`src/rtl/logic_unit_pkg.sv`:
```
// Shared constants for the logic unit arbiter cluster.
// Opcodes and sequencer state encoding.
package logic_unit_pkg;

  typedef logic [1:0] opcode_t;

  localparam opcode_t OP_AND  = 2'b00;
  localparam opcode_t OP_OR   = 2'b01;
  localparam opcode_t OP_NOT  = 2'b10;
  localparam opcode_t OP_RSVD = 2'b11;

  localparam logic [1:0] IDLE = 2'd0;
  localparam logic [1:0] EXEC = 2'd1;
  localparam logic [1:0] DONE = 2'd2;

endpackage

```
`src/rtl/logic_unit_arbiter_if.sv`:
```
// Requester-side bundle for the shared logic unit.
// master drives requests, slave is the arbiter.
interface logic_unit_arbiter_if #(
  parameter int NREQ  = 4,
  parameter int WIDTH = 8
);

  logic [NREQ-1:0]       req;
  logic [2*NREQ-1:0]     op;
  logic [WIDTH*NREQ-1:0] a;
  logic [WIDTH*NREQ-1:0] b;
  logic [NREQ-1:0]       grant;
  logic [NREQ-1:0]       done;
  logic [WIDTH-1:0]      result;
  logic                  err;
  logic                  busy;

  modport master (
    output req, op, a, b,
    input  grant, done, result, err, busy
  );

  modport slave (
    input  req, op, a, b,
    output grant, done, result, err, busy
  );

endinterface

```
`src/rtl/bitwise_logic_unit.sv`:
```
// Combinational AND / OR / NOT datapath.
// Reserved opcode yields zero and flags err.
module bitwise_logic_unit
  import logic_unit_pkg::*;
#(
  parameter int WIDTH = 8
) (
  input  opcode_t          op,
  input  logic [WIDTH-1:0] a,
  input  logic [WIDTH-1:0] b,
  output logic [WIDTH-1:0] y,
  output logic             err
);

  always_comb begin
    y   = '0;
    err = 1'b0;
    unique case (op)
      OP_AND:  y = a & b;
      OP_OR:   y = a | b;
      OP_NOT:  y = ~a;
      default: err = 1'b1;
    endcase
  end

endmodule

```
`src/rtl/logic_unit_arbiter.sv`:
```
// Round-robin arbiter sharing one bitwise logic unit.
// IDLE picks a winner, EXEC computes, DONE pulses done.
module logic_unit_arbiter
  import logic_unit_pkg::*;
#(
  parameter int NREQ  = 4,
  parameter int WIDTH = 8
) (
  input logic clk,
  input logic rst,
  logic_unit_arbiter_if.slave bus
);

  localparam int IW = $clog2(NREQ);

  logic [1:0]       state;
  logic [IW-1:0]    rr_ptr;
  logic [IW-1:0]    idx;
  logic [IW-1:0]    pick;
  logic [IW-1:0]    next_ptr;
  logic             found;
  opcode_t          op_q;
  logic [WIDTH-1:0] a_q;
  logic [WIDTH-1:0] b_q;
  logic [WIDTH-1:0] alu_y;
  logic             alu_err;
  logic [WIDTH-1:0] result_q;
  logic             err_q;

  // first set req at or above rr_ptr, wrapping
  always_comb begin
    pick  = '0;
    found = 1'b0;
    for (int k = 0; k < NREQ; k++) begin
      if (!found && bus.req[(int'(rr_ptr) + k) % NREQ]) begin
        found = 1'b1;
        pick  = IW'((int'(rr_ptr) + k) % NREQ);
      end
    end
  end

  assign next_ptr = (idx == IW'(NREQ - 1)) ? '0 : idx + 1'b1;

  bitwise_logic_unit #(
    .WIDTH(WIDTH)
  ) u_alu (
    .op (op_q),
    .a  (a_q),
    .b  (b_q),
    .y  (alu_y),
    .err(alu_err)
  );

  always_ff @(posedge clk or posedge rst) begin
    if (rst) begin
      state    <= IDLE;
      rr_ptr   <= '0;
      idx      <= '0;
      op_q     <= OP_AND;
      a_q      <= '0;
      b_q      <= '0;
      result_q <= '0;
      err_q    <= 1'b0;
    end else begin
      unique case (state)
        IDLE: begin
          if (found) begin
            idx   <= pick;
            op_q  <= bus.op[2*int'(pick) +: 2];
            a_q   <= bus.a[WIDTH*int'(pick) +: WIDTH];
            b_q   <= bus.b[WIDTH*int'(pick) +: WIDTH];
            state <= EXEC;
          end
        end
        EXEC: begin
          result_q <= alu_y;
          err_q    <= alu_err;
          state    <= DONE;
        end
        DONE: begin
          rr_ptr <= next_ptr;
          state  <= IDLE;
        end
        default: state <= IDLE;
      endcase
    end
  end

  always_comb begin
    bus.grant = '0;
    bus.done  = '0;
    if (state == EXEC) bus.grant[idx] = 1'b1;
    if (state == DONE) bus.done[idx]  = 1'b1;
  end

  assign bus.busy   = (state == EXEC) || (state == DONE);
  assign bus.result = result_q;
  assign bus.err    = err_q;

endmodule

```
`src/flat_wrapper.sv`:
```
// flat-port wrapper written by rule: the top's interface ports become plain ports
module logic_unit_arbiter_flat import logic_unit_pkg::*;
#(
  parameter int NREQ  = 4,
  parameter int WIDTH = 8
)
  (clk, rst, bus_req, bus_op, bus_a, bus_b, bus_grant, bus_done, bus_result, bus_err, bus_busy);
  logic_unit_arbiter_if #(.NREQ(NREQ), .WIDTH(WIDTH)) bus_i ();
  input logic clk;
  input logic rst;
  input wire logic [$bits(bus_i.req)-1:0] bus_req;
  input wire logic [$bits(bus_i.op)-1:0] bus_op;
  input wire logic [$bits(bus_i.a)-1:0] bus_a;
  input wire logic [$bits(bus_i.b)-1:0] bus_b;
  output wire logic [$bits(bus_i.grant)-1:0] bus_grant;
  output wire logic [$bits(bus_i.done)-1:0] bus_done;
  output wire logic [$bits(bus_i.result)-1:0] bus_result;
  output wire logic [$bits(bus_i.err)-1:0] bus_err;
  output wire logic [$bits(bus_i.busy)-1:0] bus_busy;
  assign bus_i.req = bus_req;
  assign bus_i.op = bus_op;
  assign bus_i.a = bus_a;
  assign bus_i.b = bus_b;
  assign bus_grant = bus_i.grant;
  assign bus_done = bus_i.done;
  assign bus_result = bus_i.result;
  assign bus_err = bus_i.err;
  assign bus_busy = bus_i.busy;
  logic_unit_arbiter #(.NREQ(NREQ), .WIDTH(WIDTH)) u_core (.clk(clk), .rst(rst), .bus(bus_i));
endmodule
```
`config.mk`:
```
export PLATFORM = sky130hd
export DESIGN_NAME = logic_unit_arbiter_flat
export DESIGN_NICKNAME = d
export VERILOG_FILES = /design/src/rtl/logic_unit_pkg.sv /design/src/rtl/logic_unit_arbiter_if.sv /design/src/rtl/bitwise_logic_unit.sv /design/src/rtl/logic_unit_arbiter.sv /design/src/flat_wrapper.sv
export SDC_FILE = /design/constraint.sdc
export NUM_CORES = 1
export LEC_CHECK = 0
export CAP_MARGIN = 20
export CORE_MARGIN = 2
export CORE_UTILIZATION = 43
export DETAILED_ROUTE_END_ITERATION = 6
export MAX_ROUTING_LAYER = met4
export PLACE_DENSITY = 0.85
export SYNTH_ARGS = -nofsm -noshare
export SYNTH_HDL_FRONTEND = slang
export SYNTH_SLANG_ARGS = --single-unit
```
`constraint.sdc`:
```
create_clock -name clk -period 2.6 [get_ports clk]
set_clock_uncertainty 0.1 [all_clocks]
set_input_delay 0.78 -clock clk [delete_from_list [all_inputs] [get_ports clk]]
set_output_delay 0.78 -clock clk [all_outputs]
set_load 0.1 [all_outputs]
```
# After elaboration in Yosys (flattened, before gate mapping)
# Index checks and enable logic that the tools add are counted.
word_totals:
  register_bits: 33
  in_bits: 78
  out_inout_bits: 18
  wordCells: 76
classes:
  add_sub_neg: 4
  order_cmp: 6
  eq_ne: 6
  shifts: 3
  n_mux: 28
  bitwise: 6
  n_reduce_logical: 15
ops:
  columns: ["operator", "count"]
  rows:
  - ["$shiftx A32 B6 Y8", 2]
  - ["$pmux W8 S3", 1]
  - ["$mux W1", 13]
  - ["$lt A3 B4 Y1 const B", 3]
  - ["$mux W2", 6]
  - ["$and A8 B8 Y8", 1]
  - ["$bmux W1 S2", 4]
  - ["$mux W4", 2]
  - ["$not A8 Y8", 1]
  - ["$or A8 B8 Y8", 1]
  - ["$shiftx A8 B4 Y2", 1]
  - ["$eq A2 B2 Y1 const B", 3]
  - ["$lt A2 B3 Y1 const B", 2]
  - ["$reduce_or A2 Y1", 3]
  - ["$add A2 B1 Y2 const B", 2]
  - ["$add A2 B2 Y2 const B", 2]
  - ["$eq A2 B1 Y1 const B", 2]
  - ["$logic_and A1 B1 Y1", 4]
  - ["$logic_not A2 Y1", 2]
  - ["$pmux W2 S2", 1]
  - ["$and A1 B1 Y1 const A", 3]
  - ["$logic_not A1 Y1", 3]
  - ["$reduce_or A3 Y1", 1]
  - ["$demux W1 S2", 1]
  - ["other kinds (4)", 4]

# Longest topological paths before layout
# Gate-level depths: netlist of run 1.
depth:
  depth_word: 16
  depth_mapped: 7

# Modules after synthesis
# Synthesis of run 1 repeated with hierarchy kept, for this count alone.
hier_totals:
  cells_unflattened: 196
  area_unflattened_um2: 2142.1
modules_own_cells:
  columns: ["mod", "n_inst", "cells_per_inst", "area_each_um2", "seq_area_each_um2"]
  rows:
  - ["logic_unit_arbiter", 1, 175, 1934.4, 825.8]
  - ["bitwise_logic_unit", 1, 21, 207.7, 0.0]

# Worst setup path before layout of run 1
# Ideal clock, no wire load.
synth_path:
  path_type: "register to output"
  start: "reg u_core.state[1]"
  end: "out bus_grant[0]"
  arrival_time_ps: 1655
  t_required_ps: 1720
  slack_ps: 65
  stages_incl_launch_ff: 5
  path_buffers: 1
  path_cell_list: "dfrtp_1 -> inv_1 -> ha_1 -> clkbuf_1 -> and2_1"
synth_between:
  elab_chain_cells: 2
synth_rtl:
  columns: ["item", "line", "text"]
  rows:
  - ["from (decl)", "logic_unit_arbiter.sv:16", "logic [1:0] state;"]
  - ["from (signal assigned)", "logic_unit_arbiter.sv:56", "state <= IDLE;"]
  - ["from (signal assigned)", "logic_unit_arbiter.sv:72", "state <= EXEC;"]
  - ["from (signal assigned)", "logic_unit_arbiter.sv:78", "state <= DONE;"]
  - ["$eq A2 B1 Y1", "logic_unit_arbiter.sv:92", "if (state == EXEC) bus.grant[idx] = 1'b1;"]
  - ["$mux W4", "logic_unit_arbiter.sv:92", null]
  - ["to (decl)", "flat_wrapper.sv:15", "output wire logic [$bits(bus_i.grant)-1:0] bus_grant;"]
# Every way passes these cells.

# Final worst setup path of run 1
layout_path:
  start: "in bus_req[0]"
  end: "reg u_core.a_q[3]"
layout_between:
  elab_chain_cells: 13
  word_cells_on_any_way: 27
  cone_classes: "shift (1); mux (19); reduce/logical (7)"
layout_rtl:
  columns: ["item", "line", "text"]
  rows:
  - ["from (decl)", "flat_wrapper.sv:11", "input wire logic [$bits(bus_i.req)-1:0] bus_req;"]
  - ["$bmux W1 S2", "logic_unit_arbiter.sv:35", "if (!found && bus.req[(int'(rr_ptr) + k) % NREQ]) begin"]
  - ["$mux W1 (implied by the code)", "logic_unit_arbiter.sv:35", null]
  - ["$mux W1", "logic_unit_arbiter.sv:35", null]
  - ["$logic_not A1 Y1", "logic_unit_arbiter.sv:35", null]
  - ["$logic_and A1 B1 Y1", "logic_unit_arbiter.sv:35", null]
  - ["$mux W1", "logic_unit_arbiter.sv:35", null]
  - ["$logic_not A1 Y1", "logic_unit_arbiter.sv:35", null]
  - ["$logic_and A1 B1 Y1", "logic_unit_arbiter.sv:35", null]
  - ["$mux W1", "logic_unit_arbiter.sv:35", null]
  - ["$logic_not A1 Y1", "logic_unit_arbiter.sv:35", null]
  - ["$logic_and A1 B1 Y1", "logic_unit_arbiter.sv:35", null]
  - ["$mux W2 / $mux W1 (equally long branches)", "logic_unit_arbiter.sv:35", null]
  - ["$shiftx A32 B6 Y8 / $reduce_and A2 Y1 (equally long branches)", null, null]
  - ["to (signal assigned)", "logic_unit_arbiter.sv:70", "a_q <= bus.a[WIDTH*int'(pick) +: WIDTH];"]
  - ["to (decl)", "logic_unit_arbiter.sv:23", "logic [WIDTH-1:0] a_q;"]
# Several ways; a longest one is shown, not always the timed one. The select of a mux whose other input is x is not followed.
# A chain may end at the register's enable or synchronous reset.

==> results of run 1 <==
-- worst max-delay path by stage --
stage                                from            end  cells past startpoint
final                          bus_req[0]  u_core.a_q[3]                      6
after global routing           bus_req[0]  u_core.a_q[3]                      6
after CTS                      bus_req[2]  u_core.a_q[4]                      7
after detailed placement       bus_req[2]  u_core.a_q[5]                      6
after global placement         bus_req[2]  u_core.a_q[4]                      7
after floorplan           u_core.state[1]   bus_grant[0]                      4
-- layout by cell type (no fill, tap or decap), types with 8 or more instances in the layout --
cell type	count
clkdlybuf4s50_1	77
dfrtp_1	33
buf_4	30
nor2_1	22
and2_1	19
inv_1	14
mux2i_1	13
o21ai_0	13
buf_12	11
a211oi_2	10
a2111oi_2	10
a211oi_1	8
-- flip-flops by register name, summed over array words and instances (netlist names) --
register and cells:
u_core.idx 2, u_core.a_q 8, u_core.bus.err 1, u_core.rr_ptr 2
u_core.state 2, u_core.op_q 2, u_core.b_q 8, u_core.bus.result 8
-- cells in the mapped netlist (all sizes together) --
| cell | number |
|---|---|
| or3b | 1 |
| a21boi | 1 |
| a21oi | 5 |
| nand2 | 5 |
| dfrtp | 33 |
| o221ai | 1 |
| nor2 | 22 |
| buf | 9 |
| or4 | 1 |
| and2 | 28 |
| ha | 7 |
| o221a | 1 |
| o22ai | 2 |
| o31ai | 1 |
| a211oi | 18 |
| o21ai | 19 |
| mux2i | 19 |
| inv | 15 |
| maj3 | 7 |
| o21a | 1 |
| o211ai | 7 |
| a2111oi | 18 |
| nand3 | 1 |
| mux2 | 1 |
| clkbuf | 9 |
-- power groups by stage --
| stage | clock (mW) | combinational [mW] | sequential [mW] |
|---|---|---|---|
| global route | 0.608 | 3.24 | 1.09 |
| global placement | 0 | 2.75 | 1.02 |
| detailed placement | 0 | 2.81 | 1.04 |
| finish | 0.591 | 3.04 | 1.05 |
| CTS | 0.587 | 2.85 | 1.03 |
| floorplan | 0 | 1.64 | 1.38 |
-- what timing repair did --
| action | CTS | global route |
|---|---|---|
| hold buffers | 0 | 0 |
| buffers inserted | 0 | 4 |
| gates cloned | 0 | 1 |
| resized for setup | 5 | 20 |
| setup endpoints to repair | 4 | 17 |
| pin swaps | 0 | 2 |
| hold endpoints to repair | 0 | 0 |
-- logic make-up (layout without fill, tap and decap cells) --
family          Yosys count  after routing  synth area share [%]
fa+ha+maj                14             14                  6.91
compound gates           74             74                  27.8
flops                    33             33                  36.2
simple gates             58             58                  13.4
mux                      20             20                  8.83
buf+inv                  33            142                  6.86
-- area by class of cell --
cell class	count	area, sq um	area share, %
flip-flops and latches	33	826	21.8
clock inverters	3	65.1	1.72
well taps	70	87.6	2.32
multi-input cells	166	1440	38.0
repair buffers	119	1240	32.8
clock buffers	5	68.8	1.82
inverters	15	56.3	1.49
-- worst min-delay path, cell delays in order (launching register included) --
cell and delay [ns]:
dfrtp_1 0.38, inv_1 0.05, o21ai_1 0.05
-- metrics by stage --
step / instance area [sq um] / hold slack, ns
4_1_cts: 3620 / 0.416
2_1_floorplan: 2280 / 0.392
5_1_grt: 3780 / 0.435
3_3_place_gp: 3470 / 0.402
6_report: 3780 / 0.409
3_5_place_dp: 3470 / 0.404
-- layer usage --
| layer | global-route usage [%] | vias to the layer above | share of wire [%] |
|---|---|---|---|
| li1 | - | 1065 | - |
| met1 | 27.4 | 1106 | 41 |
| met2 | 38.2 | 88 | 52 |
| met3 | 3.65 | 20 | 4.4 |
| met4 | 6.18 | 0 | 3.2 |
| met5 | - | - | 0 |
==> metrics.md, run 1 <==
| Metric | Value |
|---|---|
| Max clock buf depth | `2` |
| # fillers | `338` |
| Max incr delay on CP | `0.53 ns` |
| Worst setup path class | `in2reg` |
| Routed len/inst | `16.8 um` |
| Crit-path cells | `clkdlybuf4s50_1, a21boi_2, o221ai_4, clkbuf_16, a2111oi_2, a211oi_2` |
| Relative slew slack | `59.6%` |
| Setup tns final | `-0.0322 ns` |
| IO buf count | `95` |
| Die extent in y | `76.8 um` |
| Layout cells sized above 1 | `26.1%` |
| Hold Path End | `u_core.bus.result[0]` |
| Logic pwr share | `64.9%` |
| Startpoint types | `input pin` |
| Period utilization | `101%` |
| Unrepaired setup endpoints after global routing | `yes` |
| Post-Syn Area | `0.00228 sq mm` |
| Worst reg-to-reg setup slack | `0.44 ns` |
| Vias/cell | `5.55` |
| Utilization after layout | `74.1%` |
| Reg2reg start | `u_core.rr_ptr[1]` |
| Initial Util | `44.7%` |
| Area of the core | `0.00511 sq mm` |
| Switching Power | `2.34 mW` |
| Setup-failing EPs final | `1` |
| Seq pwr share | `22.5%` |
| Total number of vias | `2279` |
| Initial antenna violation count | `0` |
| Post-route total power | `4.69 mW` |
| Final setup margin | `-0.0322 ns` |
| Sequential share of the synthesized area | `36.2%` |
| CTS Sinks | `33` |
| Detail Placement HPWL | `4830 um` |
| Clk slew on worst S/H paths | `0.07 ns` |
| TritonRoute pass-1 iters | `5` |
| Total placed cells including tap cells | `398` |
| Clock network power share | `12.6%` |
| Power per cell area | `1240 mW/mm^2` |
| GRT Overall Usage | `22.4%` |
| CTS buffer count | `5` |
| Hold Crit Depth | `2` |
| H-tree levels | `2` |
| F_max | `380 MHz` |
| VDD IR-drop max | `0.000688 V` |
| Vias in the first global route | `2146` |
| First-pass GRT wire length | `10300 um` |
| Largest net degree at the start of global routing | `34` |
| Antenna Cells | `0` |
| Root Buffer Master | `clkbuf_8` |
| TritonCTS clock tree | `yes` |
| DRC | `0` |
| Area contributors post-synth | `dfrtp_1 36%, mux2i_1 8.3%, a2111oi_2 5.9%` |
| CP arrival | `2.69 ns` |
| CP delay by family, top | `compound AO/OA/AOI/OAI gates` |
| Final hold viol count | `0` |
| Final Non-Filler Cells | `411` |
| P_int | `2.34 mW` |
| R2R cell count | `5` |
| Worst slew pin tran | `0.607 ns` |
| I/O pin cnt | `96` |
| Avg Cell Area, Syn | `9.83 sq um` |
| Worst skew pair latency | `0.29 ns` |
| Max-slew violation count | `0` |
| Syn nets | `317` |
| Critical path's slowest cell | `clkdlybuf4s50_1` |
| Number of max-cap violations | `0` |
| Crit. End Element | `flop` |
| Yosys reg bits | `33` |
| Antenna viol nets, final | `0` |
| Failing checks | `negative setup slack` |
| Place WS | `-0.360 ns` |
| Hold Startpoint | `u_core.bus.result[0]` |
| Fin crit period | `2.63 ns` |
| Routability Congestion | `0.873` |
| Cells after synthesis | `232` |
| Reg2reg end | `u_core.a_q[3]` |
| Area of the die | `0.00590 sq mm` |
| Yosys warning count | `0` |
| Overflow after GRT | `0` |
| Crit path buffers/inverters | `2` |
| Detailed router's first-iteration violation count | `116` |
| Static Leak | `1.50 nW` |
| WP data required | `2.66 ns` |
| Outcome | `complete, but fails checks` |
| Site Rows | `26` |
| Number of nets in the layout | `425` |
| CP Max Fanout | `13` |
| Final wirelength | `6910 um` |
| Switching Fraction | `50.0%` |
| Yosys top cell by area | `dfrtp_1` |
| Die Wd | `76.8 um` |
| Yosys top cell area share | `36.2%` |
| Area Overhead vs Synth | `65.8%` |
| Count of cell types in the netlist | `33` |
| Hold crit path type | `reg2reg` |
No activity file was read; power rests on OpenSTA's default activity.
==> run 2: changes to the inputs <==
--- a/config.mk
+++ b/config.mk
@@ -11,6 +11,7 @@
 export DETAILED_ROUTE_END_ITERATION = 6
 export MAX_ROUTING_LAYER = met4
 export PLACE_DENSITY = 0.85
+export SKIP_CTS_REPAIR_TIMING = 1
 export SYNTH_ARGS = -nofsm -noshare
 export SYNTH_HDL_FRONTEND = slang
 export SYNTH_SLANG_ARGS = --single-unit
==> metrics.md, run 2 (synthesis gave the netlist of run 1 again) <==
| Metric | Value |
|---|---|
| Outcome | `complete, no violations` |
| Top Usage Layer GRT | `met2` |
| Post-DP Area | `0.00347 sq mm` |
| Post-route total power | `4.57 mW` |
| CTS buffer count | `5` |
| # fillers | `355` |
| VDD IR-drop max | `0.000708 V` |
| CTS Sinks | `33` |
| DRC | `0` |
| Area of the die | `0.00590 sq mm` |
| Detail Placement HPWL | `4830 um` |
| Worst skew pair latency | `0.29 ns` |
| Static Leak | `1.50 nW` |
| Total placed cells including tap cells | `398` |
| GRT Overall Usage | `22.4%` |
| Site Rows | `26` |
| Layout cells sized above 1 | `24.3%` |
| Overflow after GRT | `0` |
| Initial Util | `44.7%` |
| Final Non-Filler Cells | `411` |
| Die extent in y | `76.8 um` |
| Relative slew slack | `63.4%` |
| Area Overhead vs Synth | `62.7%` |
| Unrepaired setup endpoints after global routing | `yes` |
| Max-slew violation count | `0` |
| Reg2reg start | `u_core.rr_ptr[1]` |
| Worst slew pin tran | `0.549 ns` |
| IO buf count | `95` |
| Final setup margin | `0.0197 ns` |
| Hold Startpoint | `u_core.bus.result[0]` |
| Antenna viol nets, final | `0` |
| Met3 usage | `3.76%` |
| I/O pin cnt | `96` |
| WP data required | `2.66 ns` |
| Startpoint types | `input pin` |
| Hold crit path type | `reg2reg` |
| Detailed router's first-iteration violation count | `134` |
| Initial antenna violation count | `0` |
| Area occupied by multi-input gates | `0.00137 sq mm` |
| F_max | `388 MHz` |
| Period utilization | `99.2%` |
| Largest net degree at the start of global routing | `34` |
| Root Buffer Master | `clkbuf_8` |
| TritonCTS clock tree | `yes` |
| Area of the core | `0.00511 sq mm` |
| Worst setup path class | `in2reg` |
| Hold_ws | `0.409 ns` |
| Register Area | `826 sq um` |
| Vias in the first global route | `2171` |
| Vias/cell | `5.49` |
| Final hold viol count | `0` |
| First-pass GRT wire length | `10300 um` |
| Power per cell area | `1230 mW/mm^2` |
| Commonest cells after routing, fill and taps aside | `77 x clkdlybuf4s50_1, 33 x dfrtp_1, 30 x buf_4` |
| TritonRoute pass-1 iters | `4` |
| Routed len/inst | `15.7 um` |
| CP startpoint | `bus_req[0]` |
| M2 GR Usage | `37.8%` |
| Final wirelength | `6440 um` |
| Commonest non-fill, non-tap cell in the layout | `clkdlybuf4s50_1` |
| Clk slew on worst S/H paths | `0.07 ns` |
| Fin crit period | `2.58 ns` |
| CP arrival | `2.64 ns` |
| Final Cell Area | `0.00371 sq mm` |
| Total number of vias | `2258` |
| Die Wd | `76.8 um` |
| Number of max-cap violations | `0` |
| Antenna Cells | `0` |
| Utilization after layout | `72.7%` |
| Routability Congestion | `0.873` |
| M1 GR Usage | `27.0%` |
| H-tree levels | `2` |
| Number of nets in the layout | `425` |
| Setup-failing EPs final | `0` |
| Max clock buf depth | `2` |
| CP Max Fanout | `13` |
| Crit. End Element | `flop` |
| Setup tns final | `0 ns` |
| Place WS | `-0.360 ns` |
[run 2: worst paths after layout]
check / slack, ns / endpoint / cells past startpoint
min: 0.41 / u_core.bus.result[0] / 2
min reg2reg: 0.41 / u_core.bus.result[0] / 2
max: 0.02 / u_core.b_q[1] / 6
max reg2reg: 0.47 / u_core.b_q[1] / 5
max in group asynchronous: 1.30 / u_core.a_q[6] / 3
min in group asynchronous: 0.79 / u_core.bus.err / 3
[run 2: per-layer routing]
layer / vias to the layer above / part of all wire, % / wire length [um]
met5: - / 0 / 0
met1: 1101 / 41 / 2630
met4: 0 / 2.5 / 159
li1: 1064 / - / -
met3: 11 / 5.0 / 324
met2: 82 / 52 / 3320
[run 2: worst max-delay path, cell delays in order]
cell and delay, ns:
clkdlybuf4s50_1 0.50, mux2i_2 0.31, o221ai_4 0.29, buf_4 0.23, a2111oi_0 0.44, a211oi_1 0.08
[run 2: cell type report]
class                      instances  area share, %
inverter                          15           1.52
multi-input combinational        166           36.8
timing repair buffer             119           33.4
tap                               70           2.36
clock buffer                       5           1.85
clock inverter                     3           1.75
sequential                        33           22.3
[run 2: power breakdown]
| part | switching, mW | internal [mW] | total, mW |
|---|---|---|---|
| sequential | 0.266 | 0.775 | 1.04 |
| combinational | 1.79 | 1.16 | 2.94 |
| clock | 0.200 | 0.381 | 0.581 |
==> run 3: changes to the inputs <==
--- a/config.mk
+++ b/config.mk
@@ -6,12 +6,14 @@
 export NUM_CORES = 1
 export LEC_CHECK = 0
 export CAP_MARGIN = 20
-export CORE_MARGIN = 2
+export CORE_MARGIN = 3
 export CORE_UTILIZATION = 43
 export DETAILED_ROUTE_END_ITERATION = 6
+export GPL_ROUTABILITY_DRIVEN = 1
 export MAX_ROUTING_LAYER = met4
 export PLACE_DENSITY = 0.85
 export SKIP_CTS_REPAIR_TIMING = 1
+export SKIP_LAST_GASP = 1
 export SYNTH_ARGS = -nofsm -noshare
 export SYNTH_HDL_FRONTEND = slang
 export SYNTH_SLANG_ARGS = --single-unit
==> metrics.md, run 3 (synthesis gave the netlist of run 1 again) <==
| Metric | Value |
|---|---|
| Clk slew on worst S/H paths | `0.07 ns` |
| Routability Congestion | `0.859` |
| DRC | `0` |
| Antenna viol nets, final | `0` |
| Die Wd | `78.8 um` |
| Final setup margin | `0.0236 ns` |
| Worst setup path class | `in2reg` |
| Detail Placement HPWL | `4970 um` |
| Static Leak | `1.46 nW` |
| Area of the core | `0.00491 sq mm` |
| Utilization after layout | `73.3%` |
| IO buf count | `95` |
| Worst slew pin tran | `0.582 ns` |
| Final wirelength | `6490 um` |
| Top Usage Layer GRT | `met2` |
| Final hold viol count | `0` |
| Antenna Cells | `0` |
| Total number of vias | `2190` |
| Power per cell area | `1200 mW/mm^2` |
| Period utilization | `99.1%` |
| Hold Crit Depth | `2` |
| VDD IR-drop max | `0.000732 V` |
| Largest net degree at the start of global routing | `34` |
| Final Non-Filler Cells | `406` |
| WP data required | `2.67 ns` |
| Overflow after GRT | `0` |
| Die extent in y | `78.8 um` |
| Worst skew pair latency | `0.30 ns` |
| Worst reg-to-reg setup slack | `0.47 ns` |
| Max-slew violation count | `0` |
| Reg2reg end | `u_core.b_q[2]` |
| Reg2reg start | `u_core.rr_ptr[1]` |
| Detailed router's first-iteration violation count | `67` |
| Number of max-cap violations | `0` |
| Post-DP Area | `0.00347 sq mm` |
| Crit. End Element | `flop` |
| Commonest non-fill, non-tap cell in the layout | `clkdlybuf4s50_1` |
| Setup tns final | `0 ns` |
| CTS buffer count | `5` |
| Initial antenna violation count | `0` |
| Layout cells sized above 1 | `22.4%` |
| F_max | `388 MHz` |
| Setup-failing EPs final | `0` |
| Hold Path End | `u_core.bus.result[2]` |
| Hold crit path type | `reg2reg` |
| TritonCTS clock tree | `yes` |
| Vias in the first global route | `2201` |
| Relative slew slack | `61.2%` |
| M1 GR Usage | `27.3%` |
| Site Rows | `25` |
| Outcome | `complete, no violations` |
| Total placed cells including tap cells | `395` |
| Met3 usage | `4.99%` |
| CP arrival | `2.64 ns` |
| Root Buffer Master | `clkbuf_8` |
| Routed len/inst | `16.0 um` |
| Area of the die | `0.00621 sq mm` |
| Place WS | `-0.272 ns` |
| R2R cell count | `5` |
| Final Cell Area | `0.00360 sq mm` |
| Initial Util | `46.4%` |
| Hold Startpoint | `u_core.bus.result[2]` |
| M2 GR Usage | `34.3%` |
| TritonRoute pass-1 iters | `4` |
| Number of nets in the layout | `423` |
| CP Max Fanout | `11` |
| First-pass GRT wire length | `10300 um` |
| Max clock buf depth | `2` |
| Vias/cell | `5.39` |
| CTS Sinks | `33` |
| Fin crit period | `2.58 ns` |
| I/O pin cnt | `96` |
| Area Overhead vs Synth | `57.8%` |
| Commonest cells after routing, fill and taps aside | `77 x clkdlybuf4s50_1, 33 x dfrtp_1, 29 x buf_4` |
| Startpoint types | `input pin` |
| H-tree levels | `2` |
| Unrepaired setup endpoints after global routing | `no` |
| GRT Overall Usage | `21.6%` |
| # fillers | `359` |
-- run 3: layout make-up --
| cell class | instances | area [sq um] | area share, % |
|---|---|---|---|
| clock inverters | 2 | 10.0 | 0.278 |
| clock buffers | 6 | 72.6 | 2.02 |
| multi-input cells | 166 | 1340 | 37.3 |
| repair buffers | 117 | 1210 | 33.6 |
| inverters | 15 | 56.3 | 1.56 |
| flip-flops and latches | 33 | 826 | 22.9 |
| well taps | 67 | 83.8 | 2.33 |
-- run 3: how the worst max path moves through the flow --
stage | startpoint | to | slack (ns) | cells after the start
final | bus_req[1] | u_core.b_q[2] | 0.02 | 6
after global routing | bus_req[1] | u_core.b_q[7] | 0.003 | 6
after CTS | bus_req[2] | u_core.a_q[5] | 0.04 | 6
after detailed placement | bus_req[2] | u_core.a_q[5] | -0.27 | 6
after global placement | bus_req[2] | u_core.a_q[6] | -0.24 | 6
after floorplan | u_core.state[1] | bus_grant[0] | 0.07 | 4
-- run 3: layer usage --
layer	vias to the layer above	wire [um]
met3	15	302
met4	0	116
li1	1062	-
met1	1041	2770
met2	72	3300
met5	-	0
-- run 3: worst max-delay path, stage by stage --
cell	delay (ns)
clkdlybuf4s50_1	0.49
a21boi_1	0.34
o221ai_4	0.26
buf_4	0.23
a2111oi_0	0.46
a211oi_1	0.08
-- run 3: report_power, final --
group	internal (mW)	total (mW)	switching, mW
clock	0.185	0.385	0.200
combinational	1.11	2.90	1.79
sequential	0.775	1.04	0.261
total	2.07	4.32	2.25
-- run 3: per-stage QoR --
step | hold WS [ns] | power, mW
4_1_cts | 0.414 | 4.25
3_5_place_dp | 0.402 | 3.86
6_report | 0.409 | 4.32
3_3_place_gp | 0.399 | 3.78
2_1_floorplan | 0.392 | 3.02
5_1_grt | 0.438 | 4.58
